[config.mk]
export PLATFORM = sky130hd
export DESIGN_NAME = alu_issue_flat
export DESIGN_NICKNAME = d
export VERILOG_FILES = /design/src/rtl/alu_issue_if.sv /design/src/rtl/alu_issue.sv /design/src/flat_wrapper.sv
export SDC_FILE = /design/constraint.sdc
export NUM_CORES = 1
export LEC_CHECK = 0
export BUFFER_PORTS_ARGS = -buffer_cell sky130_fd_sc_hd__buf_2
export CORE_ASPECT_RATIO = 0.75
export CORE_MARGIN = 1.5
export CORE_UTILIZATION = 35
export DETAILED_ROUTE_END_ITERATION = 8
export PLACE_DENSITY = 0.51
export SLEW_MARGIN = 40
export SYNTH_ARGS = -nofsm -noshare
export SYNTH_HDL_FRONTEND = slang
export SYNTH_SLANG_ARGS = --single-unit
[constraint.sdc]
create_clock -name clk -period 2.55 [get_ports clk]
set_input_delay 0.6375 -clock clk [delete_from_list [all_inputs] [get_ports clk]]
set_output_delay 0.6375 -clock clk [all_outputs]
set_load 0.01 [all_outputs]
[src/rtl/alu_issue_if.sv]
// Instruction, result and ALU-port bundle for the alu_issue execute stage.
// master drives instructions, alu_out and res_ready; slave is the issue block.
interface alu_issue_if #(
  parameter int unsigned REG_AW = 4
);
  logic              in_valid;
  logic              in_ready;
  logic [3:0]        in_op;
  logic [REG_AW-1:0] in_rd;
  logic [REG_AW-1:0] in_ra;
  logic [REG_AW-1:0] in_rb;
  logic              in_use_imm;
  logic [15:0]       in_imm;

  logic [3:0]        alu_opcode;
  logic [31:0]       alu_left;
  logic [31:0]       alu_right;
  logic [31:0]       alu_out;

  logic              res_valid;
  logic              res_ready;
  logic [REG_AW-1:0] res_rd;
  logic [31:0]       res_data;

  modport master (
    output in_valid, in_op, in_rd, in_ra, in_rb, in_use_imm, in_imm, alu_out, res_ready,
    input  in_ready, alu_opcode, alu_left, alu_right, res_valid, res_rd, res_data
  );

  modport slave (
    input  in_valid, in_op, in_rd, in_ra, in_rb, in_use_imm, in_imm, alu_out, res_ready,
    output in_ready, alu_opcode, alu_left, alu_right, res_valid, res_rd, res_data
  );
endinterface

[src/rtl/alu_issue.sv]
// Execute-stage driver for the CPU32 ALU: E stage reads a local register file and feeds the
// external ALU, WB stage holds the result until the consumer accepts it, then writes it back.
module alu_issue #(
  parameter int unsigned REG_AW  = 4,
  parameter bit          ZERO_R0 = 1'b1
) (
  input  logic        clk,
  input  logic        reset_n,
  alu_issue_if.slave  bus
);
  localparam int unsigned NumRegs = 2 ** REG_AW;

  logic              e_valid_q;
  logic [3:0]        e_op_q;
  logic [REG_AW-1:0] e_rd_q;
  logic [REG_AW-1:0] e_ra_q;
  logic [REG_AW-1:0] e_rb_q;
  logic              e_use_imm_q;
  logic [15:0]       e_imm_q;

  logic              res_valid_q;
  logic [REG_AW-1:0] res_rd_q;
  logic [31:0]       res_data_q;

  logic [31:0]       rf_q [NumRegs];

  logic              wb_free;
  logic              e_adv;
  logic              accept;
  logic              commit;
  logic [31:0]       left;
  logic [31:0]       right;

  always_comb begin
    wb_free = !res_valid_q || bus.res_ready;
    e_adv   = e_valid_q && wb_free;
    accept  = bus.in_valid && (!e_valid_q || wb_free);
    commit  = res_valid_q && bus.res_ready;
  end

  // Pending WB result overrides the register file; r0 is hardwired to zero when enabled.
  always_comb begin
    left = rf_q[e_ra_q];
    if (res_valid_q && (res_rd_q == e_ra_q)) left = res_data_q;
    if (ZERO_R0 && (e_ra_q == '0)) left = '0;

    right = rf_q[e_rb_q];
    if (res_valid_q && (res_rd_q == e_rb_q)) right = res_data_q;
    if (ZERO_R0 && (e_rb_q == '0)) right = '0;
    if (e_use_imm_q) right = {16'h0, e_imm_q};
  end

  always_ff @(posedge clk or negedge reset_n) begin
    if (!reset_n) begin
      e_valid_q   <= 1'b0;
      e_op_q      <= '0;
      e_rd_q      <= '0;
      e_ra_q      <= '0;
      e_rb_q      <= '0;
      e_use_imm_q <= 1'b0;
      e_imm_q     <= '0;
    end else if (accept) begin
      e_valid_q   <= 1'b1;
      e_op_q      <= bus.in_op;
      e_rd_q      <= bus.in_rd;
      e_ra_q      <= bus.in_ra;
      e_rb_q      <= bus.in_rb;
      e_use_imm_q <= bus.in_use_imm;
      e_imm_q     <= bus.in_imm;
    end else if (e_adv) begin
      // Fields are kept so the ALU ports hold the last instruction while E is empty.
      e_valid_q   <= 1'b0;
    end
  end

  always_ff @(posedge clk or negedge reset_n) begin
    if (!reset_n) begin
      res_valid_q <= 1'b0;
      res_rd_q    <= '0;
      res_data_q  <= '0;
    end else if (e_adv) begin
      res_valid_q <= 1'b1;
      res_rd_q    <= e_rd_q;
      res_data_q  <= bus.alu_out;
    end else if (commit) begin
      res_valid_q <= 1'b0;
    end
  end

  always_ff @(posedge clk or negedge reset_n) begin
    if (!reset_n) begin
      for (int i = 0; i < NumRegs; i++) rf_q[i] <= '0;
    end else if (commit && !(ZERO_R0 && (res_rd_q == '0))) begin
      rf_q[res_rd_q] <= res_data_q;
    end
  end

  assign bus.in_ready   = !e_valid_q || wb_free;
  assign bus.alu_opcode = e_op_q;
  assign bus.alu_left   = left;
  assign bus.alu_right  = right;
  assign bus.res_valid  = res_valid_q;
  assign bus.res_rd     = res_rd_q;
  assign bus.res_data   = res_data_q;
endmodule

[src/flat_wrapper.sv]
// flat-port wrapper written by rule: the top's interface ports become plain ports
module alu_issue_flat 
#(
  parameter int unsigned REG_AW  = 4,
  parameter bit          ZERO_R0 = 1'b1
)
  (clk, reset_n, bus_in_valid, bus_in_op, bus_in_rd, bus_in_ra, bus_in_rb, bus_in_use_imm, bus_in_imm, bus_alu_out, bus_res_ready, bus_in_ready, bus_alu_opcode, bus_alu_left, bus_alu_right, bus_res_valid, bus_res_rd, bus_res_data);
  alu_issue_if #(.REG_AW(REG_AW)) bus_i ();
  input  logic clk;
  input  logic reset_n;
  input wire logic [$bits(bus_i.in_valid)-1:0] bus_in_valid;
  input wire logic [$bits(bus_i.in_op)-1:0] bus_in_op;
  input wire logic [$bits(bus_i.in_rd)-1:0] bus_in_rd;
  input wire logic [$bits(bus_i.in_ra)-1:0] bus_in_ra;
  input wire logic [$bits(bus_i.in_rb)-1:0] bus_in_rb;
  input wire logic [$bits(bus_i.in_use_imm)-1:0] bus_in_use_imm;
  input wire logic [$bits(bus_i.in_imm)-1:0] bus_in_imm;
  input wire logic [$bits(bus_i.alu_out)-1:0] bus_alu_out;
  input wire logic [$bits(bus_i.res_ready)-1:0] bus_res_ready;
  output wire logic [$bits(bus_i.in_ready)-1:0] bus_in_ready;
  output wire logic [$bits(bus_i.alu_opcode)-1:0] bus_alu_opcode;
  output wire logic [$bits(bus_i.alu_left)-1:0] bus_alu_left;
  output wire logic [$bits(bus_i.alu_right)-1:0] bus_alu_right;
  output wire logic [$bits(bus_i.res_valid)-1:0] bus_res_valid;
  output wire logic [$bits(bus_i.res_rd)-1:0] bus_res_rd;
  output wire logic [$bits(bus_i.res_data)-1:0] bus_res_data;
  assign bus_i.in_valid = bus_in_valid;
  assign bus_i.in_op = bus_in_op;
  assign bus_i.in_rd = bus_in_rd;
  assign bus_i.in_ra = bus_in_ra;
  assign bus_i.in_rb = bus_in_rb;
  assign bus_i.in_use_imm = bus_in_use_imm;
  assign bus_i.in_imm = bus_in_imm;
  assign bus_i.alu_out = bus_alu_out;
  assign bus_i.res_ready = bus_res_ready;
  assign bus_in_ready = bus_i.in_ready;
  assign bus_alu_opcode = bus_i.alu_opcode;
  assign bus_alu_left = bus_i.alu_left;
  assign bus_alu_right = bus_i.alu_right;
  assign bus_res_valid = bus_i.res_valid;
  assign bus_res_rd = bus_i.res_rd;
  assign bus_res_data = bus_i.res_data;
  alu_issue #(.REG_AW(REG_AW), .ZERO_R0(ZERO_R0)) u_core (.clk(clk), .reset_n(reset_n), .bus(bus_i));
endmodule
==> flow_summary.yaml, run 1 <==
run_status:
  run_status: "complete, but fails checks"
  violations: "setup timing"
drt:
  drtAntennaViolNets: 0
  drt_iter0_drc: 1577
  vias: 19400
  wirelength_um: 98300
  drc: 0
  drt_pass1_iterations: 5
  vias_per_cell: 5.76
  wl_per_cell_um: 29.2
yosys:
  synthCells: 1932
  yosys.area_share.simple_pct: 1.23
  muxShareOfSynthArea_pct: 40.2
  synth-xor-area-share_pct: 0.206
  synth_top_family_by_area: "multiplexers"
  synth_compound_area_share_pct: 5.81
  ys_ff_latch: 583
  synthArstFlopShare_pct: 100
  syn_area_per_cell_um2: 15.4
  ys_seq_area_share_pct: 49.1
  ys_types: 33
  synth_fa_ha_area_share_pct: 0
  synth_edf_count: 0
  synth_flop_cell: "dfrtp_1"
  syn_area_um2: 29700
  netlist.area_leader.share_pct: 49.1
  synth_area_leaders: "dfrtp_1 (49%), mux4_2 (19%), mux2_2 (19%)"
  synth_top_cell_by_area: "dfrtp_1"
  syn_nets: 2001
  synth_warnings: 0
floorplan:
  fp.dieW_um: 339
  core_area_um2: 84000
  std_cell_rows: 92
  die_area_um2: 86700
  io_pins: 175
  start_util_pct: 35.4
  fp.dieH_um: 255
placed_design:
  gp_congestion: 0.824
  hpwl_um: 60400
  placed_area_um2: 33600
  numPortBuffers: 174
  dp_cells: 3205
  place_ws_ps: -304
sta:
  fin_crit_ps: 3440
  slew_violations: 0
  holdWs_ps: 217
  fmax_mhz: 291
  setup_viol: 64
  fin_ws_ps: -890
  finalCritPeriodShare_pct: 135
  rsz0062_at_grt: "true"
  worstMarginPinSlew_ps: 800
  final_hold_viol_count: 0
  final.setup_skew_ps: 22.5
  relSlewSlack_pct: 46.7
critical_path:
  path_class: "flip-flop to output port"
  critPathCaptureType: "output port"
  required_ps: 1910
  cp_max_fo: 5
  cp_data_arrival_time_ps: 2800
  reg2reg_slack_ps: 270
  startpoint_type: "flip-flop"
  r2r_cells: 5
hold_path:
  min_path_type: "primary input to flip-flop"
  hold_depth: 2
clock_tree:
  root_buffer: "clkbuf_16"
  clkLatencyLatePin_ps: 650
  cts_tree: "done"
  ctsLongestPathBuffers: 3
  cts_sinks: 583
  clk_pin_slew_ps: 60
  htreeDepth: 2
  cts_buffers: 61
global_routing:
  grt.total_usage_pct: 22.2
  grt.overflow.total: 0
  grt_pass1_vias: 20600
  antenna_found_initial: 0
  grt_start_max_net_pins: 71
  grt_first_pass_wirelength_um: 144000
layout:
  final_cell_area_um2: 37800
  final_cells: 3368
  synthToLayoutAreaGrowth_pct: 27.2
  nNetsFinal: 2258
  drive_gt1_share_pct: 65.2
pwr:
  powerDensity_nw_per_um2: 1120
  ir_drop_mv: 0.559
  leakagePower_uw: 0.0160
run:
  cap_violations: 0
[critical path, cell delays in order (launching register included)]
cell	delay [ps]
dfrtp_4	510
buf_6	140
buf_12	140
buf_12	130
mux4_2	470
a22oi_2	260
a21oi_1	110
a221o_1	260
buf_2	140
[repair_timing]
| action | in CTS | in global routing |
|---|---|---|
| resized for setup | 158 | 116 |
| pin swaps | 61 | 89 |
| endpoints found under the hold margin | 38 | 0 |
| gates cloned | 10 | 11 |
| hold buffers | 1 | 0 |
| setup endpoints to repair | 64 | 64 |
| buffers inserted | 24 | 14 |
[cell usage in the layout (no fill, tap or decap), types with 8 or more instances in the layout]
cell,netlist,final
buf_8,0,12
buf_2,77,164
a21oi_1,34,12
mux2_1,53,53
dfrtp_1,583,576
buf_4,4,104
a21o_1,16,16
clkbuf_1,127,8
nand2_1,39,30
mux2_2,496,496
nand2_2,0,9
a22oi_1,128,22
mux4_2,256,256
clkbuf_16,0,71
buf_6,7,27
a22oi_2,0,106
a22o_1,32,27
clkinv_2,0,14
a221o_1,16,16
clkbuf_8,0,13
buf_16,0,11
a21oi_2,0,16
bufinv_16,0,10
buf_12,0,93
nor2_4,0,13
[worst paths after layout]
kind	endpoint	startpoint
max	bus_alu_right[2]	u_core.e_rb_q[0]
min	u_core.bus.res_data[7]	bus_alu_out[7]
max reg2reg	u_core.rf_q[370]	u_core.bus.res_rd[3]
min reg2reg	u_core.rf_q[503]	u_core.rf_q[503]
max in group asynchronous	u_core.e_rb_q[0]	reset_n
min in group asynchronous	u_core.bus.res_data[4]	reset_n
[report_power, final]
part	leakage [uW]	total, uW	internal, uW	switching, uW
sequential	0.00727	16500	13200	3250
combinational	0.00763	15900	9530	6400
clock	0.00107	9740	5830	3920
[per-stage QoR]
step / utilization (%) / TNS [ps] / total power, uW
final: 45.0 / -50940 / 42100
after floorplan: - / 0 / 25400
after CTS: 44.1 / -53970 / 41700
after global routing: 45.0 / -55650 / 44300
after detailed placement: 40.0 / -10750 / 30700
after global placement: 40.0 / -10730 / 30200
[routing by layer]
metal	up-vias	part of all wire, %	global-route usage, %
li1	8036	-	-
met1	10700	47	32.9
met2	547	46	34.6
met3	132	5.0	2.90
met4	0	2.3	5.28
met5	-	0	0
[logic make-up after synthesis]
family / after synthesis
mux: 805
flops: 583
compound gates: 229
buf+inv: 229
simple gates: 79
xor+xnor: 7
[Yosys cell counts, types with 7 or more instances]
| master | number |
|---|---|
| dfrtp_1 | 583 |
| a221o_1 | 16 |
| buf_2 | 77 |
| a21o_1 | 16 |
| mux2_2 | 496 |
| nor2_1 | 15 |
| a22o_1 | 32 |
| buf_1 | 13 |
| clkbuf_1 | 127 |
| a22oi_1 | 128 |
| a21oi_1 | 34 |
| mux4_2 | 256 |
| buf_6 | 7 |
| mux2_1 | 53 |
| nand2_1 | 39 |
[layout make-up]
| class | instances | area (um2) |
|---|---|---|
| Timing Repair Buffer | 422 | 4520 |
| Tap cell | 1128 | 1410 |
| Inverter | 1 | 3.75 |
| Clock buffer | 83 | 1760 |
| Clock inverter | 30 | 425 |
| Antenna cell | 1 | 2.50 |
| Multi-Input combinational cell | 1120 | 15100 |
| Fill cell | 7378 | 46200 |
| Sequential cell | 583 | 14600 |
[sequential cells by signal (all words and copies together), names as in the netlist]
name	flops
u_core.e_imm_q	16
u_core.e_valid_q	1
u_core.bus.res_data	32
u_core.e_rd_q	4
u_core.rf_q	512
u_core.bus.alu_opcode	4
u_core.e_rb_q	4
u_core.bus.res_valid	1
u_core.e_use_imm_q	1
u_core.bus.res_rd	4
u_core.e_ra_q	4
Power figures use the tool's default switching activity.
==> run 2: changes to the inputs <==
- CORE_MARGIN: 1.5 -> unset
==> flow_summary.yaml, run 2 (synthesis gave the netlist of run 1 again) <==
floorplan:
  core_area_um2: 84000
  die_area_um2: 86100
  start_util_pct: 35.4
  io_pins: 175
  fp.dieH_um: 254
  std_cell_rows: 92
  fp.dieW_um: 338
pwr:
  ir_drop_mv: 0.496
  combPwrFrac_pct: 37.3
  leakagePower_uw: 0.0159
  p_seq_share_pct: 39.2
  p_int_uw: 28600
  total_power_uw: 42100
  sw_frac_of_total_pct: 32.0
  p_sw_uw: 13500
  powerDensity_nw_per_um2: 1120
  p_clk_share_pct: 23.5
critical_path:
  slowest_stage: "dfrtp_4"
  cp_max_fo: 8
  cp_common_cell: "buf_12"
  cp.buffers_inverters: 4
  startpoint_type: "flip-flop"
  critPathCaptureType: "output port"
  cp_cell_sequence: "buf_12, buf_12, buf_12, mux4_2, a22oi_2, a21oi_2, a221o_1, buf_2"
  worst_path_largest_cell_delay_ps: 520
  cp_data_arrival_time_ps: 2750
  required_ps: 1910
  path_class: "flip-flop to output port"
  path_delay_family: "buffers and inverters"
layout:
  largest_reg_flops: 512
  layout_commonest_cell: "dfrtp_1"
  max_flop_register: "u_core.rf_q"
  synthToLayoutAreaGrowth_pct: 26.4
  drive_gt1_share_pct: 65.6
  nNetsFinal: 2264
  final_cell_mix: "dfrtp_1 (574), mux2_2 (496), mux4_2 (256)"
sta:
  worstMarginPinSlew_ps: 837
  holdWs_ps: 252
  fmax_mhz: 295
  relSlewSlack_pct: 44.2
  rsz0062_at_grt: "true"
  fin_ws_ps: -835
  setup_viol: 64
  final_hold_viol_count: 0
  finalCritPeriodShare_pct: 133
  fin_setup_tns_ps: -47190
  slew_violations: 0
  fin_crit_ps: 3380
  final.setup_skew_ps: 25.0
clock_tree:
  clkLatencyLatePin_ps: 610
  cts_tree: "done"
  ctsLongestPathBuffers: 3
  htreeDepth: 3
  cts_sinks: 583
  clk_pin_slew_ps: 60
  root_buffer: "clkbuf_16"
  cts_buffers: 67
run_status:
  violations: "setup timing"
  run_status: "complete, but fails checks"
global_routing:
  grt_pass1_vias: 20500
  grt.overflow.total: 0
  grt.total_usage_pct: 22.7
  grt_start_max_net_pins: 82
  antenna_found_initial: 1
  grt_first_pass_wirelength_um: 143000
placed_design:
  hpwl_um: 58200
  gp_congestion: 0.790
  numPortBuffers: 174
drt:
  drtAntennaViolNets: 0
  wl_per_cell_um: 28.8
  drt_pass1_iterations: 5
  drt_iter0_drc: 1557
  drc: 0
  vias_per_cell: 5.76
  vias: 19400
  wirelength_um: 97000
hold_path:
  min_path_type: "primary input to flip-flop"
run:
  cap_violations: 0
-- run 2: cell count changes in the layout (fill, tap and decap cells not counted), moves of 6 or more --
cell | before | now
buf_12 | 93 | 87
bufinv_16 | 10 | 4
a21oi_2 | 16 | 26
buf_4 | 104 | 122
a21oi_1 | 12 | 6
-- run 2: timing repair --
action	CTS	global route
hold buffers	1	0
gates resized for setup	154	106
endpoints found under the hold margin	29	0
setup buffers	34	11
pin swaps	81	79
endpoints found under the setup margin	64	64
cloned	10	5
-- run 2: area by class of cell --
| type | instances | area [um2] |
|---|---|---|
| repair buffers | 422 | 4260 |
| diodes | 1 | 2.50 |
| multi-input cells | 1120 | 15000 |
| clock buffers | 100 | 2050 |
| well taps | 1128 | 1410 |
| clock inverters | 15 | 181 |
| inverters | 1 | 3.75 |
| fillers | 7466 | 46500 |
| flip-flops and latches | 583 | 14600 |
-- run 2: final timing paths --
path                                           start           endpoint  slack (ps)  cells after the start
worst min-delay path                    bus_in_valid   u_core.e_valid_q         250                      2
max in group asynchronous                    reset_n    u_core.rf_q[84]        1090                      3
worst max-delay path                u_core.e_rb_q[0]  bus_alu_right[14]        -830                      8
worst max register to register  u_core.bus.res_rd[0]   u_core.rf_q[462]         290                      5
worst min register to register      u_core.rf_q[510]   u_core.rf_q[510]         390                      0
min in group asynchronous                    reset_n   u_core.rf_q[394]         580                      2
-- run 2: power by group through the flow --
| stage | combinational, uW | clock, uW | sequential, uW |
|---|---|---|---|
| 2_1_floorplan | 10100 | 0 | 15300 |
| 3_3_place_gp | 13900 | 0 | 16200 |
| 3_5_place_dp | 14200 | 0 | 16500 |
| 4_1_cts | 15300 | 10200 | 16400 |
| 5_1_grt | 16700 | 10500 | 17100 |
| 6_report | 15700 | 9890 | 16500 |
-- run 2: metrics by stage --
step | worst slack [ps] | utilization [%] | cell area, um2 | instances
6_report | -835 | 44.7 | 37600 | 3370
5_1_grt | -913 | 44.7 | 37600 | 3369
4_1_cts | -881 | 44.1 | 37000 | 3365
3_5_place_dp | -325 | 40.0 | 33600 | 3208
3_3_place_gp | -296 | 40.0 | 33600 | 3208
2_1_floorplan | 43.4 | - | 29700 | 1932
-- run 2: routing by layer --
layer | GRT usage, % | vias to the layer above | share of wire (%)
met5 | 0 | - | 0
met4 | 5.71 | 0 | 2.0
met3 | 3.82 | 127 | 5.5
met2 | 34.0 | 618 | 45
met1 | 34.1 | 10600 | 48
li1 | - | 8059 | -
==> run 3: changes to the inputs <==
- PLACE_DENSITY: 0.51 -> 0.49
- clock period: 2.55 -> 3.8 ns (I/O delays scaled with it)
==> flow_summary.yaml, run 3 (synthesis gave the netlist of run 1 again) <==
run_status:
  run_status: "complete, but fails checks"
  violations: "setup timing"
sta:
  fin_setup_tns_ps: -207
  final_hold_viol_count: 0
  finalCritPeriodShare_pct: 101
  slew_violations: 0
  fin_crit_ps: 3830
  fmax_mhz: 261
  fin_ws_ps: -31.3
  relSlewSlack_pct: 50.7
  rsz0062_at_grt: "true"
  holdWs_ps: 151
  worstMarginPinSlew_ps: 736
  final.setup_skew_ps: 25.6
  setup_viol: 13
drt:
  drtAntennaViolNets: 0
  vias_per_cell: 5.80
  drc: 0
  drt_pass1_iterations: 5
  wl_per_cell_um: 29.5
  drt_iter0_drc: 1416
  vias: 19000
  wirelength_um: 96800
layout:
  fillers: 7542
  largest_reg_flops: 512
  synthToLayoutAreaGrowth_pct: 21.7
  final_cell_area_um2: 36200
  final_cell_mix: "dfrtp_1 (576), mux2_2 (496), mux4_2 (256)"
  nNetsFinal: 2169
  layout_commonest_cell: "dfrtp_1"
  diodes: 0
  drive_gt1_share_pct: 60.7
  max_flop_register: "u_core.rf_q"
critical_path:
  required_ps: 2850
  cp_max_fo: 4
  cp_data_arrival_time_ps: 2880
  critPathCaptureType: "output port"
  path_class: "flip-flop to output port"
  startpoint_type: "flip-flop"
global_routing:
  grt_start_max_net_pins: 81
  grt.total_usage_pct: 22.6
  antenna_found_initial: 1
  grt_pass1_vias: 19900
  grt_first_pass_wirelength_um: 143000
  grt.overflow.total: 0
floorplan:
  core_area_um2: 84000
  fp.dieW_um: 338
  start_util_pct: 35.4
  die_area_um2: 86100
  io_pins: 175
  std_cell_rows: 92
  fp.dieH_um: 254
clock_tree:
  cts_tree: "done"
  cts_buffers: 61
  ctsLongestPathBuffers: 3
  clk_pin_slew_ps: 70
  cts_sinks: 583
  hold_buffers: 0
  htreeDepth: 2
  root_buffer: "clkbuf_16"
  clkLatencyLatePin_ps: 650
hold_path:
  min_path_type: "primary input to asynchronous set/reset pin"
pwr:
  powerDensity_nw_per_um2: 754
  ir_drop_mv: 0.408
  leakagePower_uw: 0.0153
run:
  cap_violations: 0
placed_design:
  hpwl_um: 54900
  numPortBuffers: 174
  placed_area_um2: 32400
  place_ws_ps: 454
  gp_congestion: 0.782
run 3: worst max-delay path: stages, from the launching register on:
cell	delay, ps
dfrtp_4	510
buf_12	140
buf_4	140
buf_16	130
buf_4	130
mux4_2	420
a22oi_2	160
a21oi_1	90
a221o_1	330
buf_2	170
run 3: cell type report:
cell class	instances	area [um2]	area share (%)
Multi-Input combinational cell	1120	14700	40.6
Sequential cell	583	14600	40.4
Clock buffer	96	1900	5.26
Inverter	1	3.75	0.0104
Timing Repair Buffer	333	3360	9.29
Tap cell	1128	1410	3.90
Clock inverter	16	186	0.516
run 3: metal layers:
metal	routed length [um]	GRT usage [%]
met1	45000	33.1
met2	43900	34.5
met3	5920	4.18
met4	1980	5.38
met5	0	0
run 3: final timing paths:
path / start / end / slack [ps] / depth (start not counted)
max: u_core.e_rb_q[0] / bus_alu_right[1] / -30 / 9
min: reset_n / u_core.bus.res_data[26] / 150 / 1
max reg2reg: u_core.bus.res_valid / u_core.rf_q[241] / 1250 / 7
min reg2reg: u_core.rf_q[495] / u_core.rf_q[495] / 390 / 0
max in group asynchronous: reset_n / u_core.e_ra_q[0] / 2560 / 3
min in group clk: u_core.rf_q[495] / u_core.rf_q[495] / 390 / 0
run 3: power breakdown:
group	leakage, uW	switching [uW]	internal [uW]
combinational	0.00701	3940	5950
sequential	0.00727	2200	8870
clock	0.00104	2610	3680
run 3: through the flow:
step,std cells,util [%],power (uW)
after floorplan,1932,-,17000
after global placement,3100,38.6,19800
after detailed placement,3101,38.6,20200
after CTS,3247,42.1,27000
after global routing,3277,43.0,28700
final,3277,43.0,27300
run 3: what timing repair did:
item                       CTS  global route
resized for setup           66            80
buffers inserted            24            24
pin swaps                   14            15
setup endpoints to repair   54            58
cloned                      10             6
